$ cat config.mk
export PLATFORM = sky130hd
export DESIGN_NAME = fifo_prog
export DESIGN_NICKNAME = d
export VERILOG_FILES = /design/src/rtl/fifo_prog.sv
export SDC_FILE = /design/constraint.sdc
export NUM_CORES = 1
export LEC_CHECK = 0
export ABC_AREA = 1
export CORE_ASPECT_RATIO = 0.9
export CORE_MARGIN = 2
export CORE_UTILIZATION = 40
export CTS_CLUSTER_SIZE = 40
export DETAILED_ROUTE_END_ITERATION = 10
export REMOVE_ABC_BUFFERS = 1
export SLEW_MARGIN = 20
export SYNTH_ARGS = -nofsm -noshare
export SYNTH_HDL_FRONTEND = slang
export SYNTH_SLANG_ARGS = --single-unit
$ cat constraint.sdc
create_clock -name clk -period 2.4 [get_ports clk]
set_clock_uncertainty 0.1 [all_clocks]
set_input_delay 0.36 -clock clk [delete_from_list [all_inputs] [get_ports clk]]
set_output_delay 0.36 -clock clk [all_outputs]
set_load 0.02 [all_outputs]
$ cat src/rtl/fifo_prog.sv
// fifo_prog: first-word-fall-through FIFO of any depth with programmable almost-full/empty
// thresholds, fill level, sticky overflow/underflow flags and synchronous flush.
module fifo_prog #(
  parameter int DATA_WIDTH = 8,
  parameter int DEPTH      = 32,
  parameter int LOG2DEPTH  = 5
) (
  input  logic                  clk,
  input  logic                  reset,
  input  logic [DATA_WIDTH-1:0] i_data,
  input  logic                  i_write_enable,
  output logic                  o_full,
  output logic [DATA_WIDTH-1:0] o_data,
  input  logic                  i_read_enable,
  output logic                  o_empty,
  input  logic [LOG2DEPTH:0]    i_afull_thresh,
  input  logic [LOG2DEPTH:0]    i_aempty_thresh,
  output logic                  o_almost_full,
  output logic                  o_almost_empty,
  output logic [LOG2DEPTH:0]    o_level,
  input  logic                  i_flush,
  output logic                  o_overflow,
  output logic                  o_underflow,
  input  logic                  i_clear_err
);
  localparam int LW = LOG2DEPTH + 1;
  localparam logic [LOG2DEPTH-1:0] LAST = LOG2DEPTH'(DEPTH - 1);
  localparam logic [LW-1:0] FULL_LEVEL = LW'(DEPTH);
  logic [DATA_WIDTH-1:0] mem_q [DEPTH];
  logic [LOG2DEPTH-1:0]  wr_ptr_q, wr_ptr_d, rd_ptr_q, rd_ptr_d;
  logic [LW-1:0]         level_q, level_d;
  logic                  ovf_q, ovf_d, unf_q, unf_d;
  logic                  deq, enq;
  assign o_empty        = level_q == '0;
  assign o_full         = level_q == FULL_LEVEL;
  assign o_level        = level_q;
  assign o_almost_full  = level_q >= i_afull_thresh;
  assign o_almost_empty = level_q <= i_aempty_thresh;
  assign o_overflow     = ovf_q;
  assign o_underflow    = unf_q;
  assign o_data         = o_empty ? '0 : mem_q[rd_ptr_q];
  assign deq            = i_read_enable & !o_empty;
  assign enq            = i_write_enable & (!o_full | deq);
  // Flush drops any same-cycle transfer and suppresses the error flags it would raise.
  always_comb begin
    wr_ptr_d = i_flush ? '0 : !enq ? wr_ptr_q : wr_ptr_q == LAST ? '0 : wr_ptr_q + 1'b1;
    rd_ptr_d = i_flush ? '0 : !deq ? rd_ptr_q : rd_ptr_q == LAST ? '0 : rd_ptr_q + 1'b1;
    level_d  = i_flush ? '0 : (enq & !deq) ? level_q + LW'(1) :
               (deq & !enq) ? level_q - LW'(1) : level_q;
    ovf_d    = (i_write_enable & !enq & !i_flush) | (ovf_q & !i_clear_err);
    unf_d    = (i_read_enable & o_empty & !i_flush) | (unf_q & !i_clear_err);
  end
  always_ff @(posedge clk) begin
    if (reset) begin
      wr_ptr_q <= '0;
      rd_ptr_q <= '0;
      level_q  <= '0;
      ovf_q    <= 1'b0;
      unf_q    <= 1'b0;
    end else begin
      wr_ptr_q <= wr_ptr_d;
      rd_ptr_q <= rd_ptr_d;
      level_q  <= level_d;
      ovf_q    <= ovf_d;
      unf_q    <= unf_d;
    end
  end
  always_ff @(posedge clk) begin
    if (enq & !i_flush & !reset) mem_q[wr_ptr_q] <= i_data;
  end
endmodule
# Word-level counts from Yosys, hierarchy flattened
# Memories as Yosys holds them, arrays and structs flattened. A register that Yosys moved wholly into a read port is not among the register bits.
# Index checks and enable logic that the tools add are counted.
# classes
n_eq_ne	3
n_reduce_logical	10
addsub	4
bitwise	15
muxes	9
order_cmp	2
# op_table
cell	count
$mux 5	4
$and 1x1->1	12
$mux 6	2
$add 5x1->5 const B	2
$eq 5x5->1 const B	2
$mux 8	1
$logic_not 1->1	7
$add 6x1->6 const B	1
$eq 6x6->1 const B	1
$ge 6x6->1	1
$le 6x6->1	1
$logic_not 6->1	1
$sub 6x1->6 const B	1
$or 1x1->1	3
$mux 1	2
$reduce_bool 2->1	1
$reduce_or 2->1	1
# word_totals
mem_bits_rw	256
n_memories	1
ff_bits	18
input_bits	26
wordCells	49
output_inout_bits	20
# memory_table
memory	depth	word_bits	read_ports	rd_ports_with_merged_regs	write_ports	line	text
mem_q	32	8	1	1	1	29	logic [DATA_WIDTH-1:0] mem_q [DEPTH];

# Logic depth before layout (Yosys ltp)
# logic_depth
ltp_word	9
mapped_depth	16
ltp_nobuf	16

# Worst setup path before layout
# No wires, ideal clock.
# synth_path
kind	flip-flop to flip-flop
startpoint	register level_q[5] (netlist: o_level[5])
endpoint	register level_q[3] (netlist: o_level[3])
path_slack_ps	-66
required_ps	2185
stages_incl_launch_ff	15
setup_ps	115
synth_period_minus_slack_ps	2466
n_path_buf	0
t_arrival_ps	2250
cell_sequence	dfxtp_1 inv_1 nor2_1 nand4_2 nand2_4 inv_2 ha_1 inv_1 ha_1 nand2_1 nand2_1 a31oi_1 xnor2_1 o21ai_0 inv_1
# synth_via
elab_chain_len	8
word_cells_on_any_way	13
classes_between	1 x eq/ne; 1 x mux; 5 x bitwise; 6 x reduce/logical
# synth_lines
element	line	text
from (decl)	31	logic [LW-1:0] level_q, level_d;
from (signal assigned)	63	level_q <= level_d;
$logic_not 6->1	34	assign o_empty = level_q == '0;
$logic_not 1->1	42	assign deq = i_read_enable & !o_empty;
$and 1x1->1	42	
$or 1x1->1	43	assign enq = i_write_enable & (!o_full | deq);
$and 1x1->1	43	
$logic_not 1->1	49	(deq & !enq) ? level_q - LW'(1) : level_q;
$and 1x1->1	49	
$reduce_bool 2->1 (no line)	-	
# Parallel ways exist; a longest one is shown, timed or not.
# A chain may end at the register's enable or synchronous reset.

==> results.md <==
* Status: finished with violations
* Post-layout min period at 2.615 ns
* Largest net degree at the start of global routing at 34
* Dpl hpwl at 17.85 mm
* Initial drt markers at 674
* DRC viols at 0
* Worst EP arrival at 2.16 ns
* Max Slew Vio Count at 0
* Clk root buf: clkbuf_16
* Routed Antenna Nets at 0
* Leak at 5.883 nW
* Post-Synthesis Cells at 1110
* PD cells at 792.4 nW/um^2
* Die area at 31760 um^2
* Fmax at 382.4 MHz
* Setup WS pre-CTS at -0.2727 ns
* Hold Slack at 0.3247 ns
* Area growth syn-to-layout at 26.71%
* Hold Crit Class: primary input to flip-flop
* Seq cells post-synth at 279
* Startpoint Class: flip-flop
* Setup Viol. Count Final at 8
* Worst-Margin Slew at 0.4066 ns
* Most common cell after layout, fill and taps aside: nand2_1
* Rel. slew slack at 72.89%
* CTS sink cnt at 279
* Antenna cells at 0
* Port Buf Inserts at 45
* Clock-pin slew on the worst setup and hold paths at 0.06 ns
* Vias in the first global route at 8234
* Reg2reg start: o_level[3]
* Reg2reg setup slack at 0.19 ns
* First-pass GRT wire length at 46.40 mm
* Total track usage at 18.83%
* CTS tree: built
* CTS Buf Count at 29
* Clk_lat worst skew at 0.54 ns
* Reg2reg end: o_level[4]
* Final instance area at 15380 um^2
* Post-Place Cells at 1600
* I/O pins at 46
* Max Cap Viol at 0
* Fin. Hold Viols at 0
* Initial antenna violation count at 0
* Mapped cell area at 12140 um^2
* Nets at 1305
* Final GP Congestion at 0.8236
* Tcrit/Tclk final at 109.0%
* Die Height at 169.3 um
* Layout cells sized above 1 at 21.08%
* Placed inst area at 13580 um^2
* Critical Path End Type: primary output
* Finished Layout Cells at 1679
* GR Overflow Total at 0
* Die W at 187.6 um
* Critical Path Fanout Max at 6
* Final Power at 12.19 mW
* Wire per inst at 18.40 um
* H-tree depth at 1
* Standard-cell rows at 60
* Yosys warns at 0
* Hold path depth at 2
* Initial core utilization at 40.63%
* Worst Path Required at 1.94 ns
* Setup ws final at -0.2153 ns
* WHS Endpoint: o_overflow
* Std-Cell Core Area at 29880 um^2
* WS Path Type: flip-flop to primary output
* DR vias at 8497
* Failing checks: negative setup slack
* Syn avg cell area at 10.94 um^2
* Clk buf depth at 3
* Post-layout util at 51.49%
* Fin Setup TNS at -1.517 ns
* Commonest cells after routing, fill and taps aside: nand2_1, edfxtp_1, nand3_1
* Worst reg2reg path depth at 15
* Total Wirelength at 30.90 mm
* Peak supply drop at 0.5649 mV
* Hold Startpoint: i_clear_err
* First drt pass iteration count at 5
* Unrepaired setup endpoints after global routing: true
* Drt via density at 5.061
* Seq/Total Area, Yosys at 67.11%
* Unique cell type count in the Yosys netlist at 33
* # fillers at 2640
==> worst max path at each step <==
| stage | from | to | slack, ns | cells after the start |
|---|---|---|---|---|
| final | flip-flop | o_data[5] | -0.22 | 12 |
| after global routing | flip-flop | o_data[7] | -0.29 | 12 |
| after CTS | flip-flop | o_data[3] | -0.23 | 12 |
| after detailed placement | i_aempty_thresh[3] | o_almost_empty | -0.27 | 9 |
| after global placement | i_aempty_thresh[3] | o_almost_empty | -0.23 | 9 |
| after floorplan | flip-flop | o_data[3] | -2.62 | 7 |
==> flip-flops by register name (all words and copies together), names as in the netlist, named ones only <==
name,flops
rd_ptr_q,5
o_underflow,1
mem_q,256
o_level,6
o_overflow,1
wr_ptr_q,5
==> synth_stat cells, drive strengths merged <==
cell type  number  share of area, %
a21oi          18              0.74
a31oi           1             0.052
a32o            1             0.082
buf            44               2.9
clkbuf         10              0.31
dfxtp          23               3.8
edfxtp        256                63
fa              1              0.16
ha             25               2.6
inv            49               1.5
nand2         352                11
nand3         202               8.3
nand4           5              0.43
nor2           87               2.8
nor3            3              0.12
nor3b           4              0.41
o2111ai         1             0.072
o211ai          2              0.12
o21ai          21              0.87
o32ai           1             0.072
or2             1             0.052
xnor2           3              0.22
==> routing by layer <==
layer	part of all wire, %	track usage [%]	vias up	routed length, um
met5	0	0	-	0
li1	-	-	4107	-
met3	6.4	2.936	53	1992
met1	44	25.98	4041	13450
met2	48	31.53	296	14750
met4	2.3	4.314	0	706
==> cell families (layout without fill, tap and decap cells) <==
group                    after synthesis  after routing  share of synthesized area [%]
AO/OA/AOI/OAI                         45             45                          2.010
XOR/XNOR                               3              3                         0.2165
adder cells (fa/ha/maj)               26             26                          2.741
buffers and inverters                103            269                          4.730
flip-flops                           279            279                          67.11
AND/OR/NAND/NOR                      654            654                          23.19
==> final cells by class <==
type	instances	area, um^2	share of cell area, %
Clock buffer	35	810.8	5.270
Clock inverter	19	176.4	1.147
Inverter	49	198.9	1.293
Multi-Input combinational cell	728	3695	24.02
Sequential cell	279	8162	53.05
Tap cell	403	504.2	3.278
Timing Repair Buffer	164	1812	11.78
Timing Repair inverter	2	25.02	0.1627
==> report_power, final <==
part           leakage [nW]  switching [mW]  total (mW)  internal [mW]
clock network         0.492            1.83        4.55           2.72
logic                  2.90            1.31        2.25          0.940
registers              2.49          0.0419        5.39           5.34
==> worst max-delay path, stage by stage, from the launching register on <==
cell       delay, ns
dfxtp_4         0.40
buf_8           0.15
clkinv_8        0.09
clkbuf_16       0.17
nand2_1         0.05
nand3_1         0.10
nand3_1         0.10
nand2_2         0.06
nand2_1         0.08
nand3_2         0.09
nand2_2         0.12
nor2_4          0.06
buf_6           0.12
==> timing repair <==
action / CTS / global route
setup endpoints to repair: 12 / 15
hold buffers: 0 / 0
gates cloned: 7 / 8
gates resized for setup: 107 / 59
pin swaps: 8 / 18
buffers inserted: 5 / 5
(Power assumes the default switching activity.)
